### src/rtl/core_types_pkg.sv
// Shared core types and sizing for the banked physical-register free list.
package core_types_pkg;

  localparam int unsigned PR_COUNT                      = 128;
  localparam int unsigned LOG_PR_COUNT                  = $clog2(PR_COUNT);
  localparam int unsigned AR_COUNT                      = 32;
  localparam int unsigned PRF_BANK_COUNT                = 4;
  localparam int unsigned LOG_PRF_BANK_COUNT            = $clog2(PRF_BANK_COUNT);
  localparam int unsigned FREE_LIST_BANK_COUNT          = PRF_BANK_COUNT;
  localparam int unsigned FREE_LIST_LENGTH_PER_BANK     = PR_COUNT / FREE_LIST_BANK_COUNT;
  localparam int unsigned LOG_FREE_LIST_LENGTH_PER_BANK = $clog2(FREE_LIST_LENGTH_PER_BANK);
  localparam int unsigned FREE_LIST_COUNT_WIDTH         = $clog2(FREE_LIST_LENGTH_PER_BANK + 1);
  localparam int unsigned FREE_LIST_RESET_COUNT         =
    FREE_LIST_LENGTH_PER_BANK - (AR_COUNT / FREE_LIST_BANK_COUNT);
  localparam int unsigned FREE_LIST_LOWER_THRESHOLD     = 8;
  localparam int unsigned FREE_LIST_UPPER_THRESHOLD     = 24;

  typedef logic [LOG_PR_COUNT-1:0]                  pr_t;
  typedef logic [LOG_FREE_LIST_LENGTH_PER_BANK-1:0] fl_idx_t;
  typedef logic [FREE_LIST_COUNT_WIDTH-1:0]         fl_cnt_t;

  // PR held in slot k of a bank after reset; PRs below AR_COUNT start mapped,
  // so the free image begins at AR_COUNT and strides by the bank count.
  function automatic pr_t reset_pr(input int unsigned bank_id, input int unsigned k);
    if (k < FREE_LIST_RESET_COUNT) begin
      return pr_t'(AR_COUNT + bank_id + k * FREE_LIST_BANK_COUNT);
    end else begin
      return pr_t'(0);
    end
  endfunction

endpackage

### src/rtl/free_list_bank_chk.sv
// Protocol checks for one free-list bank; reports illegal use without altering state.
module free_list_bank_chk
  import core_types_pkg::*;
#(
  parameter int unsigned BANK_ID = 0
) (
  input logic                          CLK,
  input logic                          nRST,
  input logic                          enq_valid,
  input logic [LOG_PRF_BANK_COUNT-1:0] enq_bank_bits,
  input logic                          deq_req,
  input fl_cnt_t                       count
);

  // Sample each request against the occupancy it sees at the clock edge.
  always @(posedge CLK) begin
    if (nRST) begin
      assert (!(deq_req && (count == fl_cnt_t'(0))))
        else $warning("bank %0d: dequeue request on empty bank ignored", BANK_ID);
      assert (!(enq_valid && (count == fl_cnt_t'(FREE_LIST_LENGTH_PER_BANK))))
        else $warning("bank %0d: enqueue into full bank dropped", BANK_ID);
      assert (!(enq_valid && (enq_bank_bits != LOG_PRF_BANK_COUNT'(BANK_ID))))
        else $warning("bank %0d: enqueued PR belongs to another bank", BANK_ID);
    end
  end

endmodule

### src/rtl/free_list_bank_fifo.sv
// One bank of the free list: circular FIFO of PR tags with occupancy and watermarks.
module free_list_bank_fifo
  import core_types_pkg::*;
#(
  parameter int unsigned BANK_ID = 0
) (
  input  logic    CLK,
  input  logic    nRST,
  input  logic    enq_valid,
  input  pr_t     enq_pr,
  input  logic    deq_req,
  output logic    deq_valid,
  output pr_t     deq_pr,
  output fl_cnt_t count,
  output logic    bank_low,
  output logic    bank_high
);

  localparam fl_cnt_t CNT_ZERO  = fl_cnt_t'(0);
  localparam fl_cnt_t CNT_ONE   = fl_cnt_t'(1);
  localparam fl_cnt_t CNT_FULL  = fl_cnt_t'(FREE_LIST_LENGTH_PER_BANK);
  localparam fl_cnt_t CNT_LOW   = fl_cnt_t'(FREE_LIST_LOWER_THRESHOLD);
  localparam fl_cnt_t CNT_HIGH  = fl_cnt_t'(FREE_LIST_UPPER_THRESHOLD);
  localparam fl_idx_t IDX_ONE   = fl_idx_t'(1);

  pr_t     entries_q [FREE_LIST_LENGTH_PER_BANK];
  pr_t     entries_d [FREE_LIST_LENGTH_PER_BANK];
  fl_idx_t head_q, head_d;
  fl_idx_t tail_q, tail_d;
  fl_cnt_t count_q, count_d;
  logic    push_s;
  logic    pop_s;

  // Next-state: a pop needs a non-empty bank, a push needs a non-full bank.
  always_comb begin
    entries_d = entries_q;
    head_d    = head_q;
    tail_d    = tail_q;
    count_d   = count_q;
    pop_s     = deq_req & (count_q != CNT_ZERO);
    push_s    = enq_valid & (count_q != CNT_FULL);
    if (push_s) begin
      entries_d[tail_q] = enq_pr;
      tail_d            = tail_q + IDX_ONE;
    end else begin
      tail_d = tail_q;
    end
    if (pop_s) begin
      head_d = head_q + IDX_ONE;
    end else begin
      head_d = head_q;
    end
    case ({push_s, pop_s})
      2'b10:   count_d = count_q + CNT_ONE;
      2'b01:   count_d = count_q - CNT_ONE;
      default: count_d = count_q;
    endcase
  end

  // State registers; reset reloads this bank's initial free-PR image.
  always_ff @(posedge CLK or negedge nRST) begin
    if (!nRST) begin
      for (int unsigned k = 0; k < FREE_LIST_LENGTH_PER_BANK; k++) begin
        entries_q[k] <= reset_pr(BANK_ID, k);
      end
      head_q  <= fl_idx_t'(0);
      tail_q  <= fl_idx_t'(FREE_LIST_RESET_COUNT);
      count_q <= fl_cnt_t'(FREE_LIST_RESET_COUNT);
    end else begin
      entries_q <= entries_d;
      head_q    <= head_d;
      tail_q    <= tail_d;
      count_q   <= count_d;
    end
  end

  // Outputs depend only on registered state; no enqueue-to-dequeue bypass.
  always_comb begin
    deq_valid = (count_q != CNT_ZERO);
    deq_pr    = entries_q[head_q];
    count     = count_q;
    bank_low  = (count_q < CNT_LOW);
    bank_high = (count_q > CNT_HIGH);
  end

endmodule

### src/rtl/prf_free_list_banked.sv
// Banked PR free list: one independent FIFO per PRF bank, wiring only.
module prf_free_list_banked
  import core_types_pkg::*;
(
  input  logic                                CLK,
  input  logic                                nRST,
  input  logic [FREE_LIST_BANK_COUNT-1:0]     enq_valid_by_bank,
  input  pr_t  [FREE_LIST_BANK_COUNT-1:0]     enq_PR_by_bank,
  input  logic [FREE_LIST_BANK_COUNT-1:0]     deq_req_by_bank,
  output logic [FREE_LIST_BANK_COUNT-1:0]     deq_valid_by_bank,
  output pr_t  [FREE_LIST_BANK_COUNT-1:0]     deq_PR_by_bank,
  output fl_cnt_t [FREE_LIST_BANK_COUNT-1:0]  count_by_bank,
  output logic [FREE_LIST_BANK_COUNT-1:0]     bank_low_by_bank,
  output logic [FREE_LIST_BANK_COUNT-1:0]     bank_high_by_bank
);

  for (genvar b = 0; b < FREE_LIST_BANK_COUNT; b++) begin : g_bank
    free_list_bank_fifo #(
      .BANK_ID (b)
    ) u_fifo (
      .CLK       (CLK),
      .nRST      (nRST),
      .enq_valid (enq_valid_by_bank[b]),
      .enq_pr    (enq_PR_by_bank[b]),
      .deq_req   (deq_req_by_bank[b]),
      .deq_valid (deq_valid_by_bank[b]),
      .deq_pr    (deq_PR_by_bank[b]),
      .count     (count_by_bank[b]),
      .bank_low  (bank_low_by_bank[b]),
      .bank_high (bank_high_by_bank[b])
    );

    free_list_bank_chk #(
      .BANK_ID (b)
    ) u_chk (
      .CLK           (CLK),
      .nRST          (nRST),
      .enq_valid     (enq_valid_by_bank[b]),
      .enq_bank_bits (enq_PR_by_bank[b][LOG_PRF_BANK_COUNT-1:0]),
      .deq_req       (deq_req_by_bank[b]),
      .count         (count_by_bank[b])
    );
  end

endmodule

### config.mk
export PLATFORM = sky130hd
export DESIGN_NAME = prf_free_list_banked
export DESIGN_NICKNAME = d
export VERILOG_FILES = /design/src/rtl/core_types_pkg.sv /design/src/rtl/free_list_bank_chk.sv /design/src/rtl/free_list_bank_fifo.sv /design/src/rtl/prf_free_list_banked.sv
export SDC_FILE = /design/constraint.sdc
export NUM_CORES = 2
export LEC_CHECK = 0
export CAP_MARGIN = 15
export CORE_UTILIZATION = 30
export CTS_CLUSTER_SIZE = 24
export DETAILED_ROUTE_END_ITERATION = 6
export PLACE_DENSITY = 0.48
export SYNTH_ARGS = -nofsm -noshare
export SYNTH_HDL_FRONTEND = slang
export SYNTH_SLANG_ARGS = --single-unit
### constraint.sdc
create_clock -name CLK -period 6.5 [get_ports CLK]
set_input_delay 1.95 -clock CLK [delete_from_list [all_inputs] [get_ports CLK]]
set_output_delay 1.95 -clock CLK [all_outputs]
set_load 0.03 [all_outputs]
; ---- After elaboration in Yosys (flattened, before gate mapping)
; Cells that the tools add are included.
[op_classes]
addsub = 16
order_cmp = 20
eq_ne = 12
muxes = 28
bitwise_logic = 16
reduce_logical = 12
[ops]
columns = cell, n
row1 = 224-bit bitwise mux, 4
row2 = 7-bit binary-select mux with 5-bit select, 4
row3 = 7-bit demux with 5-bit select, 4
row4 = 7-bit 2-to-1 mux, 12
row5 = 6-bit greater-or-equal comparator (second input constant), 8
row6 = 5-bit NOT with 6-bit output, 8
row7 = 6-bit one-hot mux with 2 select lines, 4
row8 = 5-bit by 1-bit adder with 5-bit output (second input constant), 8
row9 = 6-bit by 1-bit adder with 6-bit output (second input constant), 4
row10 = 6-bit by 5-bit > comparator with 1-bit output (second input constant), 4
row11 = 6-bit by 1-bit less-than comparator with 1-bit output (second input constant), 4
row12 = 6-bit by 4-bit less-than comparator with 1-bit output (second input constant), 4
row13 = 6-bit != test (second input constant), 4
row14 = 6-bit nonzero test, 4
row15 = 6-bit by 1-bit subtractor with 6-bit output (second input constant), 4
row16 = 1-bit bitwise AND, 8
row17 = 2-bit by 1-bit equality test with 1-bit output (second input constant), 4
row18 = 2-bit equality test (second input constant), 4
row19 = 2-bit nonzero test, 4
row20 = 1-bit logical AND, 4
[word_totals]
ff_bits = 960
inputBits = 38
output_inout_bits = 64
wordCells = 244

; ---- Logic depth before layout (Yosys ltp)
[depth]
word_depth = 6
mapped_depth = 10
mapped_depth_nobuf = 9

; ---- Modules after synthesis
; Synthesis repeated with hierarchy kept, for this count alone.
[unflattened]
hier_cells = 3067
area_unflattened_um2 = 46125.5
[by_module_without_submodules]
columns = mod, instances, cells_each, area_per_inst_um2, seq_area_each_um2
row1 = free_list_bank_fifo at g_bank[1].u_fifo, 1, 772, 11581.1, 6125.9
row2 = free_list_bank_fifo at g_bank[2].u_fifo, 1, 771, 11578.6, 6125.9
row3 = free_list_bank_fifo at g_bank[0].u_fifo, 1, 772, 11551.1, 6095.8
row4 = free_list_bank_fifo at g_bank[3].u_fifo, 1, 752, 11414.7, 6155.9

; ---- Worst setup path before layout
; No wires, ideal clock.
[synth_path]
kind = input-to-reg
from = input port deq_req_by_bank[3]
to = register g_bank[3].u_fifo.count_q[5]
t_arrival_ns = 4.007
setup_slack_ns = 2.355
cell_stages = 7
cell_sequence = a21boi_1 -> ha_1 -> ha_1 -> a211o_1 -> nand3_1 -> or4b_2 -> xor2_1
[synth_via]
elab_chain_len = 3
word_cells_on_any_way = 5
cone_classes = eq/ne (2) / mux (1) / bitwise (1) / reduce/logical (1)
[synth_rtl]
columns = element, line_no
row1 = "start, declared", prf_free_list_banked.sv:9  ; input logic [FREE_LIST_BANK_COUNT-1:0] deq_req_by_bank,
row2 = 1-bit bitwise AND *, free_list_bank_fifo.sv:40  ; pop_s = deq_req & (count_q != CNT_ZERO);
row3 = 2-bit by 1-bit equality test with 1-bit output or 2-bit equality test (tied branches), free_list_bank_fifo.sv:53  ; case ({push_s, pop_s})
row4 = 6-bit one-hot mux with 2 select lines or 2-bit nonzero test (tied branches), -
row5 = "end signal, assigned", free_list_bank_fifo.sv:68  ; count_q <= fl_cnt_t'(FREE_LIST_RESET_COUNT);
row6 = "end signal, assigned", free_list_bank_fifo.sv:73  ; count_q <= count_d;
row7 = "end, declared", free_list_bank_fifo.sv:30  ; fl_cnt_t count_q, count_d;
; Every way passes the cells marked *; elsewhere a longest branch is shown, timed or not.
; A chain may end at the register's enable or synchronous reset.

==> impl_metrics.tcl <==
set metrics [dict create \
    synth_async_sr_flop_share 1.00 \
    maxSlewViolCount 0 \
    drt_wl_total_um 114000 \
    met1_usage 0.215 \
    timing.rr.end "g_bank[1].u_fifo.count[5]$_DFFE_PN0P_" \
    firstDrtPassIters 5 \
    relSlewSlack 0.286 \
    cts_tree "done" \
    min_from "g_bank[0].u_fifo.entries_q[209]$_DFFE_PN0P_" \
    syn_to_final_growth_pct 15.3 \
    num_vias 25604 \
    yosysTopAreaCellShare 0.315 \
    cts_buffers 111 \
    cp.required_ps 4550 \
    drv_cap 0 \
    grt_busiest_layer "met2" \
    drc_errors 0 \
    first_iter_violations 1383 \
    r2r_start "g_bank[1].u_fifo.count[0]$_DFFE_PN0P_" \
    ir_drop_mv 0.211 \
    fin_crit_sh 0.916 \
    syn_area_um2 45700 \
    syn_area_per_cell_um2 15.1 \
    clk_latency_ps 720 \
    ctsLongestPathBuffers 3 \
    grt_antenna_before_repair 3 \
    cts_root_buf "clkbuf_16" \
    holdPathEnd "g_bank[0].u_fifo.entries_q[209]$_DFFE_PN0P_" \
    r2r_cells 8 \
    n_antenna_cell 0 \
    clk_pin_slew_ps 60 \
    via_per_inst 4.92 \
    syn_inst 3026 \
    nNetsFinal 3171 \
    yosysWarnings 0 \
    synth_nets 3108 \
    synth_top_area_cell "dfrtp_1" \
    hold_violations 0 \
    timing.fmax_mhz 168 \
    ant_nets 0 \
    setup_viol 0 \
    die_w_um 392 \
    io_pins 102 \
    core_area_um2 150000 \
    place_hpwl_um 71200 \
    synth-seq-cells 960 \
    post-cts-setup-buffer-count 0 \
    grt_max_degree 149 \
    p_leak_nw 21.5 \
    ctsHoldBuffers 0 \
    synth.distinct_cells 56 \
    timing.critical_path.buf_inv 1 \
    reg2reg_slack_ps 2740 \
    end_kind "primary output" \
    cts_sinks 960 \
    post-synth-top-count-cell "mux2_2" \
    yosysSeqAreaShare 0.536 \
    yosys_most_used_dff "dfrtp_1" \
    cp-start-kind "flop" \
    hp-class "flop to flop" \
    criticalPathCategory "flop to primary output" \
    path_delay_family "compound AO/OA/AOI/OAI gates" \
    synth_edf_count 0 \
    final_layout_size_suffix_gt1_frac 0.555 \
    grt_pass1_wl_um 179000 \
    total_power_w 0.0272 \
    place.port_buffers 101 \
    rows 142 \
    cts_resized 0 \
    synthTopCellsByArea "dfrtp_1, dfstp_2, mux2_2" \
    finalWeightedCongestion 0.748 \
    grtUsageMet3 0.0231 \
    die_y_um 392 \
    status "completed" \
    max_stage_delay_ps 870 \
    fin_skew_ps 40.9 \
    grtUsageTotal 0.152 \
    powerDensity_nw_per_um2 515 \
    grt_overflow_total 0 \
    fin_tns_setup_ps 0 \
    tightest_slew_ps 1070 \
    critPathMaxFanout 28 \
    grt_setup_unrepaired "false" \
    start_util 0.304 \
    cp_slowest_cell "dfrtp_2" \
    period_needed_ps 5950 \
    grt_pass1_vias 27548 \
    path_cells "nand3b_1 > o221ai_1 > a21oi_1 > a22oi_1 > clkdlybuf4s50_1" \
    avgRoutedWirePerCell_um 21.9 \
    synth_top_cells_by_count "mux2_2, dfrtp_1, dfstp_2, mux4_2, clkbuf_1" \
    design.die.area_um2 154000 \
    hold_path_depth 1 \
    grt_use_met2 0.238 \
    cp.arrival_ps 4000 \
    clock_tree.htree_level_count 3 \
]
layout make-up:
class                           instances  area (um^2)
Inverter                               22         82.6
Multi-Input combinational cell       1819        20200
Clock buffer                          173         3310
Timing Repair Buffer                  175         1690
Tap cell                             2016         2520
Clock inverter                         38          458
Sequential cell                       960        24500
Fill cell                           14463        97700
worst max-delay path by stage:
stage / start / endpoint / slack (ps) / depth (start not counted)
5_1_grt: g_bank[3].u_fifo.head_q[2]$_DFFE_PN0P_ / deq_PR_by_bank[25] / 360 / 5
4_1_cts: g_bank[3].u_fifo.head_q[2]$_DFFE_PN0P_ / deq_PR_by_bank[25] / 490 / 5
2_1_floorplan: deq_req_by_bank[3] / g_bank[3].u_fifo.count[5]$_DFFE_PN0P_ / 2360 / 7
3_3_place_gp: g_bank[3].u_fifo.head_q[2]$_DFFE_PN0P_ / deq_PR_by_bank[25] / 1270 / 5
6_report: g_bank[3].u_fifo.head_q[2]$_DFFE_PN0P_ / deq_PR_by_bank[22] / 550 / 5
3_5_place_dp: g_bank[3].u_fifo.head_q[2]$_DFFE_PN0P_ / deq_PR_by_bank[25] / 1260 / 5
report_power, final:
group / internal, W / switching (W) / total (W)
sequential: 0.00925 / 0.00195 / 0.0112
clock: 0.00375 / 0.00264 / 0.00639
combinational: 0.00501 / 0.00459 / 0.00960
total: 0.0180 / 0.00918 / 0.0272
metal layers:
| metal | wire, um | part of all wire |
|---|---|---|
| met5 | 7 | 0.000061 |
| met1 | 54200 | 0.48 |
| met4 | 2720 | 0.024 |
| met3 | 3810 | 0.033 |
| met2 | 53200 | 0.47 |
registers in the layout, indices dropped and copies added (netlist names):
signal	count
g_bank.u_fifo.entries_q	896
g_bank.u_fifo.count	24
g_bank.u_fifo.head_q	20
g_bank.u_fifo.tail_q	20
through the flow:
stage               cell area [um^2]  setup slack (ps)   util  hold WS (ps)  std cells
global placement               49000              1270  0.325           464       4991
global route                   52700               358  0.351           499       5203
detailed placement             49000              1260  0.325           469       4991
CTS                            52700               495  0.350           482       5202
floorplan                      45700              2360      -           452       3026
finish                         52700               549  0.351           479       5203
cell usage in the layout, fill, tap and decap left out, types with 24 or more instances in the layout:
master	Yosys	layout
a211oi_1	42	42
a21oi_1	36	36
a22oi_1	52	52
buf_4	23	64
clkbuf_1	148	33
clkbuf_16	0	112
clkbuf_8	0	28
clkdlybuf4s50_1	0	98
dfrtp_1	576	569
dfstp_2	384	384
ha_1	40	40
mux2_1	100	100
mux2_2	805	805
mux2i_1	104	104
mux4_2	176	176
nand2_1	33	33
nor2_1	40	40
nor2_2	35	35
nor2_4	72	72
o21ai_0	27	27
o221ai_1	28	28
o22ai_1	24	24
xnor2_1	25	25
cell families (layout without fill, tap and decap cells):
kind of cell / Yosys count / in the layout / synth area share
mux: 1185 / 1185 / 0.332
flops: 960 / 960 / 0.536
simple gates: 279 / 279 / 0.0434
compound gates: 268 / 268 / 0.0442
buf+inv: 247 / 408 / 0.0233
fa+ha+maj: 44 / 44 / 0.0127
xor+xnor: 43 / 43 / 0.00824
Power figures use the tool's default switching activity.
